## src/rtl/cpu_pkg.sv

```systemverilog
// Shared definitions for the fixed-function divide processor: controller states,
// data-memory map and datapath sizing.
package cpu_pkg;

  localparam int DATA_W = 8;
  localparam int ITER   = 24;

  localparam logic [7:0] ADDR_DVD_HI  = 8'd0;
  localparam logic [7:0] ADDR_DVD_LO  = 8'd1;
  localparam logic [7:0] ADDR_DVS     = 8'd2;
  localparam logic [7:0] ADDR_RES_HI  = 8'd4;
  localparam logic [7:0] ADDR_RES_MID = 8'd5;
  localparam logic [7:0] ADDR_RES_LO  = 8'd6;

  typedef enum logic [3:0] {
    IDLE, ARMED, LD0, LD1, LD2, DIV, ST0, ST1, ST2, DONE
  } state_t;

endpackage

```

## src/rtl/data_mem.sv

```systemverilog
// Single-port byte memory: combinational read, write on the rising clock edge.
module data_mem #(
  parameter  int DATA_W    = 8,
  parameter  int MEM_DEPTH = 256,
  localparam int ADDR_W    = $clog2(MEM_DEPTH)
) (
  input  logic              clk,
  input  logic              we,
  input  logic [ADDR_W-1:0] addr,
  input  logic [DATA_W-1:0] wdata,
  output logic [DATA_W-1:0] rdata
);

  logic [DATA_W-1:0] Core [MEM_DEPTH];

  // NOTE: the array has no reset; contents survive a controller reset and the
  // host preloads it directly.
  always_ff @(posedge clk) begin
    if (we) Core[addr] <= wdata;
  end

  assign rdata = Core[addr];

endmodule

```

## src/rtl/cpu.sv

```systemverilog
// Divide processor: loads a 16-bit dividend and 8-bit divisor from data memory,
// runs a 24-step restoring division and stores the 16.8 fixed-point quotient.
module cpu #(
  parameter int DATA_W    = 8,
  parameter int MEM_DEPTH = 256
) (
  input  logic Clk,
  input  logic Reset,
  input  logic Start,
  output logic Ack
);
  import cpu_pkg::*;

  localparam int ADDR_W = $clog2(MEM_DEPTH);

  state_t            state, state_nxt;
  logic [7:0]        dvd_hi, dvd_lo, dvs, rem;
  logic [23:0]       num;
  logic [4:0]        cnt;
  logic [8:0]        part_rem;
  logic              q_bit;
  logic              mem_we;
  logic [ADDR_W-1:0] mem_addr;
  logic [DATA_W-1:0] mem_wdata, mem_rdata;

  data_mem #(.DATA_W(DATA_W), .MEM_DEPTH(MEM_DEPTH)) DM1 (
    .clk   (Clk),
    .we    (mem_we),
    .addr  (mem_addr),
    .wdata (mem_wdata),
    .rdata (mem_rdata)
  );

  // NOTE: sequential state uses non-blocking assignments so every register
  // samples pre-edge values regardless of block ordering.
  always_ff @(posedge Clk or posedge Reset) begin
    if (Reset) state <= IDLE;
    else       state <= state_nxt;
  end

  // NOTE: each always_comb assigns defaults first so no path infers a latch.
  always_comb begin
    state_nxt = state;
    case (state)
      IDLE, DONE: if (Start) state_nxt = ARMED;
      ARMED:      if (!Start) state_nxt = LD0;
      LD0:        state_nxt = LD1;
      LD1:        state_nxt = LD2;
      LD2:        state_nxt = DIV;
      DIV:        if (cnt == 5'd0) state_nxt = ST0;
      ST0:        state_nxt = ST1;
      ST1:        state_nxt = ST2;
      ST2:        state_nxt = DONE;
      default:    state_nxt = IDLE;
    endcase
  end

  always_comb begin
    mem_we    = 1'b0;
    mem_addr  = ADDR_DVD_HI;
    mem_wdata = num[7:0];
    case (state)
      LD1: mem_addr = ADDR_DVD_LO;
      LD2: mem_addr = ADDR_DVS;
      ST0: begin mem_we = 1'b1; mem_addr = ADDR_RES_HI;  mem_wdata = num[23:16]; end
      ST1: begin mem_we = 1'b1; mem_addr = ADDR_RES_MID; mem_wdata = num[15:8];  end
      ST2: begin mem_we = 1'b1; mem_addr = ADDR_RES_LO;  mem_wdata = num[7:0];   end
      default: ;
    endcase
  end

  // Numerator bits shift out of num's top while quotient bits shift in at the
  // bottom, so num holds the quotient once all 24 steps are done. A zero
  // divisor always "fits", which yields all-ones without a special case.
  assign part_rem = {rem, num[23]};
  assign q_bit    = (part_rem >= {1'b0, dvs});

  always_ff @(posedge Clk or posedge Reset) begin
    if (Reset) begin
      dvd_hi <= '0;
      dvd_lo <= '0;
      dvs    <= '0;
      rem    <= '0;
      num    <= '0;
      cnt    <= '0;
    end else begin
      case (state)
        LD0: dvd_hi <= mem_rdata;
        LD1: dvd_lo <= mem_rdata;
        LD2: begin
          dvs <= mem_rdata;
          num <= {dvd_hi, dvd_lo, 8'h00};
          rem <= '0;
          cnt <= 5'(ITER - 1);
        end
        DIV: begin
          rem <= q_bit ? 8'(part_rem - {1'b0, dvs}) : part_rem[7:0];
          num <= {num[22:0], q_bit};
          cnt <= cnt - 5'd1;
        end
        default: ;
      endcase
    end
  end

  always_ff @(posedge Clk or posedge Reset) begin
    if (Reset)                                        Ack <= 1'b0;
    else if ((state == IDLE || state == DONE) && Start) Ack <= 1'b0;
    else if (state == ST2)                            Ack <= 1'b1;
  end

endmodule

```

## config.mk

```make
export PLATFORM = sky130hd
export DESIGN_NAME = cpu
export DESIGN_NICKNAME = d
export VERILOG_FILES = /design/src/rtl/cpu_pkg.sv /design/src/rtl/data_mem.sv /design/src/rtl/cpu.sv
export SDC_FILE = /design/constraint.sdc
export NUM_CORES = 1
export LEC_CHECK = 0
export BUFFER_PORTS_ARGS = -buffer_cell sky130_fd_sc_hd__buf_4
export CAP_MARGIN = 30
export CORE_AREA = 2 2 39 41
export CTS_BUF_LIST = sky130_fd_sc_hd__clkbuf_4
export DETAILED_ROUTE_END_ITERATION = 7
export DIE_AREA = 0 0 41 43
export GPL_ROUTABILITY_DRIVEN = 0
export SYNTH_ARGS = -nofsm -noshare
export SYNTH_HDL_FRONTEND = slang
export SYNTH_HIERARCHICAL = 1
export SYNTH_SLANG_ARGS = --single-unit
```

## constraint.sdc

```tcl
create_clock -name Clk -period 1.8 [get_ports Clk]
set_input_delay 0.09 -clock Clk [delete_from_list [all_inputs] [get_ports Clk]]
set_output_delay 0.09 -clock Clk [all_outputs]
set_load 0.05 [all_outputs]
```

* After elaboration in Yosys (flattened, before gate mapping)
Cells that the tools add are included.
** Word-level totals
- Bits in registers :: 10
- Word-level logic and storage cells :: 31
** Cells by class
- Add/sub/neg operators :: 1
- Equality and inequality tests :: 12
- Multiplexer cells :: 7
- Reduce and logical (&&, ||, !) cells :: 8
** Operators by type and width (count)
- $pmux 4 s9 :: 1
- $eq 4x3->1 const B :: 4
- $mux 4 :: 3
- $pmux 5 s2 :: 1
- $eq 4x2->1 const B :: 2
- $eq 4x4->1 const B :: 2
- $ne 2x2->1 const B :: 3
- $logic_not 5->1 :: 1
- $sub 5x1->5 const B :: 1
- $eq 4x1->1 const B :: 1
- $logic_not 4->1 :: 1
- $reduce_bool 2->1 :: 2
- $reduce_and 3->1 :: 1
- $mux 1 :: 2
- $reduce_or 2->1 :: 1
- $logic_and 1x1->1 :: 1
- $logic_or 1x1->1 :: 1

* Longest topological paths before layout
- Depth after elaboration :: 4
- Gate-level depth with buffers :: 5
- Gate-level depth less buffers :: 5

* Worst setup path before layout
No wires, ideal clock.
- Path type :: register -> register
- Start :: register cnt[0]
- End :: register state[1]
- Data arrival time :: 1.236 ns
- Path slack :: 0.461 ns
- Cell stages (with the launch flop) :: 6
- Buffers on the path :: 0
- Clock period less this slack :: 1.339 ns
- Cell sequence :: dfrtp_1 -> inv_1 -> ha_1 -> nor3b_1 -> nand4b_1 -> a221oi_1
** Between the ends
- Longest elaborated chain between the ends :: 3
** RTL lines
- from (decl) :: line cpu.sv:19 : logic [4:0] cnt;
- from (signal assigned) :: line cpu.sv:94 : cnt <= 5'(ITER - 1);
- from (signal assigned) :: line cpu.sv:99 : cnt <= cnt - 5'd1;
- $logic_not 5->1 :: line cpu.sv:50 : DIV: if (cnt == 5'd0) state_nxt = ST0;
- $ne 2x2->1 (no source line)
- $reduce_and 3->1 (no source line)
- to (signal assigned) :: line cpu.sv:38 : else state <= state_nxt;
- to (decl) :: line cpu.sv:16 : state_t state, state_nxt;
No other way between the ends.
A chain may end at the register's enable or synchronous reset.

* Final worst setup path
Same ends and word-level chain as after synthesis.

==> run summary <==
Status - finished clean
Final wirelength - 919 um
Synth Area in Adders - 0.0246
Synth area leaders - dfrtp_1 (49%), a31oi_1 (3.7%), inv_1 (3.7%)
Setup TNS Final - 0 ns
Hpwl dp - 680 um
Post-synthesis mux area share - 0.0197
DR pass1 iterations - 3
Post-synth top area cell - dfrtp_1
Synth Area in XOR/XNOR - 0.0172
Synth cell types - 23
Clk_lat worst skew - 0.27 ns
Grt total ovfl - 0
Relative slew slack - 0.746
RSZ-0062 raised after global routing - false
P per Cell Area - 1810 nW/um^2
CP Capture Type - register
Post-synth EDFFs - 0
Fmax - 639 MHz
GRT Util Overall - 0.143
Drt initial violations - 7
Post-CTS setup buffers - 0
CP Data Required Time - 1.97 ns
Synth Area in Simple Gates - 0.229
Yosys reg bits - 10
Cell Area, Synth - 509 um^2
CTS Buffer Depth - 2
# nets final - 63
Top-count cell post-synth - dfrtp_1
Max-cap violations - 0
Port buffer count - 3
Worst slew pin tran - 0.381 ns
Ant diodes - 0
Die height - 43 um
VDD IR max - 735 uV
Asr flop ratio synth - 1.00
Power Total - 1.05 mW
Share of cells above drive strength 1 - 0.121
Hold_buf cts - 1
Top Ports - 4
TritonCTS buffer count - 3
Row count - 14
Post-synth top area share - 0.491
First-pass GRT wire length - 1680 um
Critical Path AT - 1.74 ns
CTS sink cnt - 10
Vias per inst - 5.43
DR vias - 402
Initial core utilization - 0.368
Crit-path max FO - 3
CTS tree - yes
Ys flop type - dfrtp_1
HP Class - in -> reg
Clock root cell - clkbuf_4
Crit start category - register
Final period util - 0.870
Area grow syn2layout - 13.5%
H-Tree Level Count - 1
Residual DRC count - 0
Placeable Area - 1380 um^2
Final Hold Viols - 0
Leak pwr - 0.264 nW
Final setup viols - 0
Tmin final - 1.57 ns
Sequential cell area fraction in the yosys report - 0.491
Placed Instance Area - 542 um^2
Largest net degree at the start of global routing - 12
Number of global-route vias before repair - 399
ANT nets after route - 0
Largest family of logic cells by synthesized area - simple AND/OR/NAND/NOR gates
Initial antenna violation count - 0
Worst Setup Path Type - reg -> reg
Final Max Slew Viols - 0
Average wire per standard cell - 12.4 um
Max Clock Skew - 0.00141 ns
Die area - 1760 um^2
Cell count after synthesis - 52
Synthesized net count - 56
Fillcell total - 138
Clock slew seen by the registers of the worst setup and hold paths - 0.06 ns
Compound-Gate Fraction of Synth Area - 0.162
Die width - 41 um
Post-cts gate resize count - 0
Post-Syn Area per Cell - 9.79 um^2
Final Cell Area - 578 um^2
Syn. warnings - 6
Commonest cells post-synth - dfrtp_1 (10), inv_1 (5), nor2_1 (5)
stage by stage:
stage               hold slack [ns]  utilization  instances  setup slack [ns]
floorplan                   -0.0698            -         52             0.461
global placement             0.0918        0.392         69             0.312
detailed placement           0.0904        0.392         69             0.244
CTS                           0.161        0.418         74             0.225
global route                  0.184        0.418         74             0.102
finish                        0.160        0.418         74             0.234
cells by family after synthesis:
logic type	after synthesis
AND/OR/NAND/NOR	20
AO/OA/AOI/OAI	12
flip-flops	10
buffers and inverters	7
XOR/XNOR	1
multiplexers	1
adder cells (fa/ha/maj)	1
layer usage:
metal	vias to the layer above	part of all wire	GRT usage
met4	0	0.029	0.0800
met2	6	0.49	0.197
met3	3	0.029	0.0314
met1	195	0.45	0.199
li1	198	-	-
met5	-	0	0
sequential cells by signal, summed over array words and instances (netlist names):
register and count:
Ack 1, cnt 5, state 4
power breakdown:
part,switching [mW],internal (mW),leakage (nW)
clock,0.0788,0.0803,0.0154
sequential,0.144,0.329,0.118
combinational,0.219,0.198,0.131
critical path, stage by stage, from the launching register on:
cell,delay (ns)
dfrtp_1,0.38
inv_1,0.09
ha_1,0.18
nor3b_1,0.36
nand4b_1,0.19
a221oi_1,0.27
final timing paths:
check	startpoint	endpoint	slack (ns)	cells past startpoint
min in group asynchronous	Reset	cnt[2]$_DFFE_PP0P_	0.35	3
max in group asynchronous	Reset	state[1]$_DFFE_PP0P_	1.19	3
hold / removal	Start	state[3]$_DFFE_PP0P_	0.16	4
hold reg to reg	Ack$_DFFE_PP0P_	Ack$_DFFE_PP0P_	0.50	1
setup / recovery	cnt[0]$_DFFE_PP0P_	state[1]$_DFFE_PP0P_	0.23	5
setup reg to reg	cnt[0]$_DFFE_PP0P_	state[1]$_DFFE_PP0P_	0.23	5
cells in the final DEF (no fill, tap or decap), types with 2 or more instances in the layout:
cell type	count
a31oi_1	3
buf_4	3
clkbuf_4	3
dfrtp_1	10
inv_1	5
nand2_1	4
nand2b_1	3
nor2_1	5
nor3_1	2
nor3b_1	2
o21ai_0	2
o22ai_1	2
layout make-up:
class                           count  area [um^2]  share of cell area
Sequential cell                    10          250               0.433
Multi-Input combinational cell     35          230               0.398
Timing Repair Buffer                4         32.5              0.0563
Clock buffer                        3         22.5              0.0390
Tap cell                           16         20.0              0.0346
Inverter                            5         18.8              0.0325
Clock inverter                      1         3.75             0.00649
(Power assumes the default switching activity.)
